`src/rtl/effect_noise_gate_pkg.sv`:
```
// Shared types and threshold helpers for the effect-chain noise gate.
// Purely declarative: no latency, no flow control.
package noise_gate_pkg;

    typedef enum logic [2:0] {
        OPEN,
        HOLD,
        RELEASE,
        CLOSED,
        ATTACK
    } gate_state_t;

    localparam logic signed [15:0] GAIN_UNITY = 16'sd32767;
    localparam int                 THR_BASE   = 64;

    function automatic logic [15:0] thr_close(input logic [2:0] thresh);
        return 16'(THR_BASE) << thresh;
    endfunction

    // Opening needs 1.5x the closing level so a signal hovering near the threshold does not chatter.
    function automatic logic [15:0] thr_open(input logic [15:0] close_lvl);
        return close_lvl + (close_lvl >> 1);
    endfunction

endpackage

```
`src/rtl/effect_noise_gate_envelope.sv`:
```
// Peak envelope follower: saturating |x|, instant attack, env>>ENV_SHIFT decay.
// env_next is combinational for the current sample; state advances only on valid; no backpressure.
module gate_envelope_follower #(
    parameter int ENV_SHIFT = 6
) (
    input  logic               i_clk,
    input  logic               i_rst,
    input  logic               i_valid,
    input  logic               i_clear,
    input  logic signed [15:0] i_data,
    output logic        [14:0] o_env_next
);

    logic [14:0] env_q;
    logic [14:0] env_d;
    logic [14:0] abs_val;

    always_comb begin
        abs_val = 15'(i_data[15] ? -i_data : i_data);
        // -32768 has no positive 16-bit twin; clamp to full scale.
        if (i_data == 16'sh8000) begin
            abs_val = 15'h7FFF;
        end
        if (abs_val > env_q) begin
            env_d = abs_val;
        end else begin
            env_d = env_q - (env_q >> ENV_SHIFT);
        end
    end

    assign o_env_next = env_d;

    always_ff @(posedge i_clk) begin
        if (i_rst) begin
            env_q <= '0;
        end else if (i_valid) begin
            env_q <= i_clear ? 15'd0 : env_d;
        end
    end

endmodule

```
`src/rtl/effect_noise_gate.sv`:
```
// Noise gate with hysteresis, hold time and linear attack/release gain ramp; bypass when disabled.
// 1-sample registered latency, o_valid follows i_valid; strobe-driven, no backpressure.
module effect_noise_gate
    import noise_gate_pkg::*;
#(
    parameter int HOLD_SAMPLES = 2048,
    parameter int ENV_SHIFT    = 6,
    parameter int ATTACK_STEP  = 1024,
    parameter int RELEASE_STEP = 64
) (
    input  logic               i_clk,
    input  logic               i_rst,
    input  logic               i_valid,
    input  logic               i_enable,
    input  logic        [2:0]  i_thresh,
    input  logic signed [15:0] i_data,
    output logic signed [15:0] o_data,
    output logic               o_valid
);

    localparam int HOLD_W = (HOLD_SAMPLES > 1) ? $clog2(HOLD_SAMPLES) : 1;

    gate_state_t        state_q, state_d;
    logic        [15:0] gain_q, gain_d;
    logic [HOLD_W-1:0]  hold_q, hold_d;
    logic signed [15:0] data_q, data_d;
    logic               valid_q;

    logic        [14:0] env_next;
    logic        [15:0] env_ext;
    logic        [15:0] thr_c;
    logic        [15:0] thr_o;
    logic        [16:0] gain_sum;
    logic        [15:0] gain_up;
    logic        [15:0] gain_dn;
    logic signed [31:0] prod;
    logic signed [15:0] gated;

    gate_envelope_follower #(
        .ENV_SHIFT (ENV_SHIFT)
    ) u_env (
        .i_clk      (i_clk),
        .i_rst      (i_rst),
        .i_valid    (i_valid),
        .i_clear    (!i_enable),
        .i_data     (i_data),
        .o_env_next (env_next)
    );

    assign env_ext = {1'b0, env_next};
    assign thr_c   = thr_close(i_thresh);
    assign thr_o   = thr_open(thr_c);

    always_comb begin
        gain_sum = 17'(gain_q) + 17'(ATTACK_STEP);
        gain_up  = (gain_sum >= 17'd32767) ? 16'h7FFF : gain_sum[15:0];
        gain_dn  = (gain_q > 16'(RELEASE_STEP)) ? gain_q - 16'(RELEASE_STEP) : 16'd0;
    end

    // Gain is Q1.15 and never exceeds 32767, so it is non-negative as a signed operand.
    assign prod = 32'(i_data) * 32'($signed(gain_q));

    always_comb begin
        if (gain_q == 16'h7FFF) begin
            gated = i_data;
        end else if (gain_q == 16'd0) begin
            gated = 16'sd0;
        end else begin
            gated = 16'(prod >>> 15);
        end
    end

    always_comb begin
        state_d = state_q;
        gain_d  = gain_q;
        hold_d  = hold_q;
        data_d  = data_q;
        if (i_valid) begin
            if (!i_enable) begin
                data_d  = i_data;
                state_d = OPEN;
                gain_d  = 16'(GAIN_UNITY);
                hold_d  = '0;
            end else begin
                data_d = gated;
                case (state_q)
                    OPEN: begin
                        gain_d = 16'(GAIN_UNITY);
                        if (env_ext < thr_c) begin
                            state_d = HOLD;
                            hold_d  = HOLD_W'(HOLD_SAMPLES - 1);
                        end
                    end
                    HOLD: begin
                        if (env_ext >= thr_o) begin
                            state_d = OPEN;
                        end else if (hold_q == '0) begin
                            state_d = RELEASE;
                        end else begin
                            hold_d = hold_q - 1'b1;
                        end
                    end
                    RELEASE: begin
                        gain_d = gain_dn;
                        if (env_ext >= thr_o) begin
                            state_d = ATTACK;
                        end else if (gain_dn == 16'd0) begin
                            state_d = CLOSED;
                        end
                    end
                    CLOSED: begin
                        gain_d = 16'd0;
                        if (env_ext >= thr_o) begin
                            state_d = ATTACK;
                        end
                    end
                    ATTACK: begin
                        gain_d = gain_up;
                        if (gain_up == 16'h7FFF) begin
                            state_d = OPEN;
                        end else if (env_ext < thr_c) begin
                            state_d = RELEASE;
                        end
                    end
                    default: begin
                        state_d = OPEN;
                        gain_d  = 16'(GAIN_UNITY);
                    end
                endcase
            end
        end
    end

    always_ff @(posedge i_clk) begin
        if (i_rst) begin
            state_q <= OPEN;
            gain_q  <= 16'(GAIN_UNITY);
            hold_q  <= '0;
            data_q  <= '0;
            valid_q <= 1'b0;
        end else begin
            state_q <= state_d;
            gain_q  <= gain_d;
            hold_q  <= hold_d;
            data_q  <= data_d;
            valid_q <= i_valid;
        end
    end

    assign o_data  = data_q;
    assign o_valid = valid_q;

endmodule

```
`config.mk`:
```
export PLATFORM = sky130hd
export DESIGN_NAME = effect_noise_gate
export DESIGN_NICKNAME = d
export VERILOG_FILES = /design/src/rtl/effect_noise_gate_pkg.sv /design/src/rtl/effect_noise_gate_envelope.sv /design/src/rtl/effect_noise_gate.sv
export SDC_FILE = /design/constraint.sdc
export NUM_CORES = 1
export LEC_CHECK = 0
export CAP_MARGIN = 40
export CELL_PAD_IN_SITES_DETAIL_PLACEMENT = 1
export CELL_PAD_IN_SITES_GLOBAL_PLACEMENT = 2
export CORE_MARGIN = 2
export CORE_UTILIZATION = 44
export CTS_BUF_LIST = sky130_fd_sc_hd__clkbuf_4
export DETAILED_ROUTE_END_ITERATION = 16
export PLACE_DENSITY = 0.95
export SLEW_MARGIN = 15
export SYNTH_ARGS = -nofsm -noshare
export SYNTH_HDL_FRONTEND = slang
export SYNTH_SLANG_ARGS = --single-unit
export TNS_END_PERCENT = 1
```
`constraint.sdc`:
```
create_clock -name i_clk -period 11.47 [get_ports i_clk]
set_input_delay 1.147 -clock i_clk [delete_from_list [all_inputs] [get_ports i_clk]]
set_output_delay 1.147 -clock i_clk [all_outputs]
set_load 0.02 [all_outputs]
```
**Word-level counts from Yosys, hierarchy flattened**

Cells that the tools add are included.
W data, S select, Z words.

- Input bits: 23
- Output and inout bits: 17
- Register bits after elaboration: 62

- Order comparisons: 5
- Shifts and indexed selects: 1
- Multiply operators: 1
- Equality and inequality tests: 16
- Add/sub/neg operators: 6
- Reductions and logical operators: 7
- Mux-type cells: 26

Operators with widths:

| cell | number |
|---|---|
| $mux W16 | 6 |
| $pmux W16 S4 | 1 |
| $mux W15 | 4 |
| $mux W11 | 4 |
| $eq A16 B15 Y1 const B | 2 |
| $logic_not A16 Y1 | 2 |
| $mul A16 B16 Y31 | 1 |
| $mux W3 | 9 |
| $pmux W11 S2 | 1 |
| $add A16 B11 Y17 const B | 1 |
| $ge A17 B15 Y1 const B | 1 |
| $add A16 B15 Y16 | 1 |
| $eq A16 B16 Y1 const B | 1 |
| $ge A15 B16 Y1 | 1 |
| $gt A16 B7 Y1 const B | 1 |
| $lt A15 B16 Y1 | 1 |
| $shl A7 B3 Y16 const A | 1 |
| $sub A16 B7 Y16 const B | 1 |
| $gt A15 B15 Y1 | 1 |
| $neg A15 Y15 | 1 |
| $pmux W3 S5 | 1 |
| $sub A15 B9 Y15 | 1 |
| $ne A3 B3 Y1 const B | 4 |
| $ne A4 B4 Y1 const B | 3 |
| 11 further kinds | 12 |

**Logic depth before layout (Yosys ltp)**

- Word-level depth: 10
- Gate-level depth with buffers: 26

**Hierarchy**

A second synthesis with hierarchy kept.

- Cell total of the unflattened synthesis: 1821
- Area total of the unflattened synthesis: 15419.8 um^2

By module, submodules not included:

| module | sequential area each (um^2) | area each (um^2) | instances | cells an instance |
|---|---|---|---|---|
| effect_noise_gate | 940.9 | 13175.1 | 1 | 1534 |
| gate_envelope_follower | 300.3 | 2244.7 | 1 | 287 |

**Worst setup path before layout**

Ideal clock, no wire load.

- Path kind: input to register
- Start point: in i_data[15]
- End point: reg data_q[14], in the netlist o_data[14]
- Path slack: 3887 ps
- Stages on the path: 23
- Buffers on the path: 3
- Required time: 11340 ps
- Setup time: 130 ps
- Arrival: 7453 ps
- Path through: clkbuf_1 clkbuf_1 buf_1 nand2_1 inv_1 fa_1 inv_1 fa_1 inv_1 fa_1 fa_1 fa_1 inv_1 fa_1 inv_1 ha_1 and4_1 a221oi_1 nand2_1 a31oi_1 o21ai_0 a2111oi_0 nor4_1

- Cells in the longest elaborated chain, start to end: 4

Ends and longest elaborated chain:

| item | RTL line | source |
|---|---|---|
| from (decl) | effect_noise_gate.sv:16 | `input logic signed [15:0] i_data,` |
| $mul A16 B16 Y31 | effect_noise_gate.sv:61 | `assign prod = 32'(i_data) * 32'($signed(gain_q));` |
| $mux W16 | effect_noise_gate.sv:66 | `end else if (gain_q == 16'd0) begin` |
| $mux W16 | effect_noise_gate.sv:64 | `if (gain_q == 16'h7FFF) begin` |
| $mux W16 | effect_noise_gate.sv:79 | `if (!i_enable) begin` |
| to (signal assigned) | effect_noise_gate.sv:145 | `data_q <= data_d;` |
| to (decl) | effect_noise_gate.sv:26 | `logic signed [15:0] data_q, data_d;` |

No other way between the ends.
A chain may end at the register's enable or synchronous reset.

**Worst setup path in the final report**

Same ends and word-level chain as after synthesis.

==> reports/metrics.json <==
{
  "ys_async_sr_fraction": {"value": 0},
  "max_slew_margin": {"value": 0.4064},
  "multi_input_comb_area": {"value": 0.01199, "unit": "mm2"},
  "cp.required": {"value": 11.82, "unit": "ns"},
  "die_width": {"value": 188.4, "unit": "um"},
  "final.setup_skew": {"value": 0.02267, "unit": "ns"},
  "finish.net_count": {"value": 2212},
  "setup_viol": {"value": 0},
  "post_drt_wl_per_cell": {"value": 20.07, "unit": "um"},
  "post_route_cells_drive_above_1_share": {"value": 0.04384},
  "half_perimeter_wire_length_of_the_detailed_placement_result": {"value": 35.53, "unit": "mm"},
  "path_clk_slew": {"value": 0.14, "unit": "ns"},
  "mappedNetlistNets": {"value": 2219},
  "max_freq": {"value": 125.2, "unit": "MHz"},
  "sequential_cell_area": {"value": 0.001241, "unit": "mm2"},
  "grt_start_max_net_pins": {"value": 54},
  "layout_commonest_cell": {"value": "inv_1"},
  "root_cell_of_the_clock_tree": {"value": "clkbuf_4"},
  "critical_path.max_fanout": {"value": 35},
  "synthToLayoutAreaGrowth": {"value": 7.124, "unit": "%"},
  "rsz_0062_raised_after_global_routing": {"value": "no"},
  "run_status": {"value": "completed"},
  "initial_core_utilization": {"value": 0.4462},
  "cp.arrival": {"value": 8.33, "unit": "ns"},
  "netlist_instances": {"value": 1804},
  "syn-cell-area": {"value": 0.01496, "unit": "mm2"},
  "ys.flop_type": {"value": "dfxtp_1"},
  "dieHeight": {"value": 188.4, "unit": "um"},
  "synth-seq-area-share": {"value": 0.08295},
  "grt_remaining_overflow": {"value": 0},
  "hold_viol": {"value": 0},
  "startpoint_type": {"value": "input pin"},
  "synth.ff_latch_count": {"value": 62},
  "initialDrtViolationCount": {"value": 634},
  "cts_sinks": {"value": 62},
  "max-cap-violations": {"value": 0},
  "rr_startpoint": {"value": "gain_q[4]$_SDFFE_PP1P_"},
  "hold_end": {"value": "o_data[12]$_SDFFE_PP0P_"},
  "io-pin-count": {"value": 40},
  "tritoncts.num_buffers": {"value": 9},
  "cp_endpoint_kind": {"value": "flop"},
  "worstRegToRegCells": {"value": 20},
  "placeableCoreArea": {"value": 0.03353, "unit": "mm2"},
  "worst_hold_startpoint": {"value": "o_data[12]$_SDFFE_PP0P_"},
  "worst_r2r_endpoint": {"value": "o_data[14]$_SDFFE_PP0P_"},
  "hold_buffers": {"value": 0},
  "gpl.final_weighted_congestion": {"value": 0.8471},
  "viasPerCell": {"value": 5.591},
  "htree_levels": {"value": 3},
  "worst_slew_pin_slew": {"value": 0.8892, "unit": "ns"},
  "number_of_global_route_vias_before_repair": {"value": 14240},
  "clock_latency": {"value": 0.47, "unit": "ns"},
  "post_cts_buffers": {"value": 0},
  "synthesis.area_per_instance": {"value": 8.294, "unit": "um2"},
  "totalWireLength": {"value": 45.19, "unit": "mm"},
  "synth_cell_types": {"value": 76},
  "synth_edf_count": {"value": 0},
  "ant_nets": {"value": 0},
  "cts_tree": {"value": "built"},
  "fin_setup_tns": {"value": 0, "unit": "ns"},
  "first_pass_grt_wire_length": {"value": 74.71, "unit": "mm"},
  "layout_worst_path_cycle_share": {"value": 0.6961},
  "die_area": {"value": 0.03550, "unit": "mm2"},
  "ys_warn_count": {"value": 0},
  "detailed_routing_iteration_count_for_the_pre_antenna_repair_pass": {"value": 7},
  "floorplan.rows": {"value": 67},
  "place.port_buffers": {"value": 39},
  "commonest_non_fill_non_tap_cells_in_the_layout": {"value": "inv_1 (369), fa_1 (257), nand2_1 (202), ha_1 (135), and2_1 (117)"},
  "finalMaxSlewViolations": {"value": 0},
  "cts_buffer_depth": {"value": 2},
  "worst-r2r-setup-slack": {"value": 4.22, "unit": "ns"},
  "antenna_violations_before_repair": {"value": 5},
  "vias": {"value": 12590},
  "gr-usage-all-layers": {"value": 0.2662},
  "final_period_minus_worst_setup_slack": {"value": 7.984, "unit": "ns"},
  "drc_errors": {"value": 0},
  "hold_path.class": {"value": "flop to flop"},
  "fillCellCount": {"value": 4050},
  "worst_hold_path.num_cells": {"value": 2},
  "post_cts_resize_count": {"value": 0},
  "critPathKind": {"value": "input pin to flop"}
}
## sequential cells by signal (all words and copies together), names as in the netlist
signal and cells:
u_env.env_q 15, hold_q 11, gain_q 16, o_valid 1, state_q 3, o_data 16
## per-layer routing
metal,track usage,part of all wire,up-vias
li1,-,-,5677
met1,0.3258,0.41,6549
met2,0.4926,0.53,281
met3,0.02514,0.039,78
met4,0.08413,0.026,0
met5,0,0,-
## worst max-delay path, stage by stage
cell and delay [ns]:
clkdlybuf4s50_1 0.45, buf_4 0.40, nand2_1 0.18, inv_1 0.16, fa_1 0.48, inv_1 0.24, fa_1 0.51, inv_1 0.48
fa_1 0.52, fa_1 0.48, fa_1 0.54, inv_1 0.05, fa_1 0.52, inv_1 0.04, ha_1 0.38, and4_1 0.25
a221oi_1 0.29, nand2_1 0.09, a31oi_1 0.36, o21ai_0 0.20, a2111oi_0 0.44, nor4_1 0.08
## worst max path at each step
stage	from	endpoint	slack [ns]	cells after the start
3_3_place_gp	i_data[6]	o_data[14]$_SDFFE_PP0P_	3.13	21
6_report	i_data[15]	o_data[14]$_SDFFE_PP0P_	3.49	22
5_1_grt	i_data[15]	o_data[14]$_SDFFE_PP0P_	2.90	22
3_5_place_dp	i_data[6]	o_data[14]$_SDFFE_PP0P_	2.80	21
4_1_cts	i_data[6]	o_data[14]$_SDFFE_PP0P_	3.41	21
2_1_floorplan	i_data[15]	o_data[14]$_SDFFE_PP0P_	3.89	23
## Yosys cell counts, types with 19 or more instances
cell / n / share of area
xnor2_1: 37 / 0.022
nor3_1: 23 / 0.0077
a21o_1: 19 / 0.0095
fa_1: 257 / 0.34
inv_1: 369 / 0.093
and2_1: 117 / 0.049
a21oi_1: 68 / 0.023
o21ai_0: 35 / 0.012
dfxtp_1: 62 / 0.083
ha_1: 135 / 0.11
clkbuf_1: 85 / 0.021
nand2_1: 202 / 0.051
xor2_1: 21 / 0.012
nor2_1: 103 / 0.026
## cell families (layout without fill, tap and decap cells)
group,after synthesis,in the layout,share of synthesized area
simple gates,556,556,0.1815
buf+inv,464,462,0.1165
fa+ha+maj,392,392,0.4567
compound gates,262,262,0.1216
flops,62,62,0.08295
xor+xnor,58,58,0.03395
mux,10,10,0.006773
other cells,0,1,0
## layout make-up
class	count	area share
antenna	1	0.0001561
multi-input combinational	1278	0.7481
tap	448	0.03497
sequential	62	0.07743
clock inverter	7	0.004996
clock buffer	9	0.004215
inverter	371	0.08688
timing repair buffer	75	0.04324
## through the flow
step / instance area [um2] / util / hold WS [ns] / setup slack [ns] / instances
floorplan: 14960 / - / 0.4539 / 3.887 / 1804
global placement: 15780 / 0.4707 / 0.4727 / 3.128 / 2227
detailed placement: 15800 / 0.4713 / 0.4887 / 2.797 / 2229
CTS: 15950 / 0.4757 / 0.5083 / 3.412 / 2245
global route: 16030 / 0.4780 / 0.5256 / 2.896 / 2251
finish: 16030 / 0.4780 / 0.5047 / 3.486 / 2251
Power is left out: the tool's default activity adds up to more than one toggle a clock period on the data nets, which glitch-free logic cannot reach.
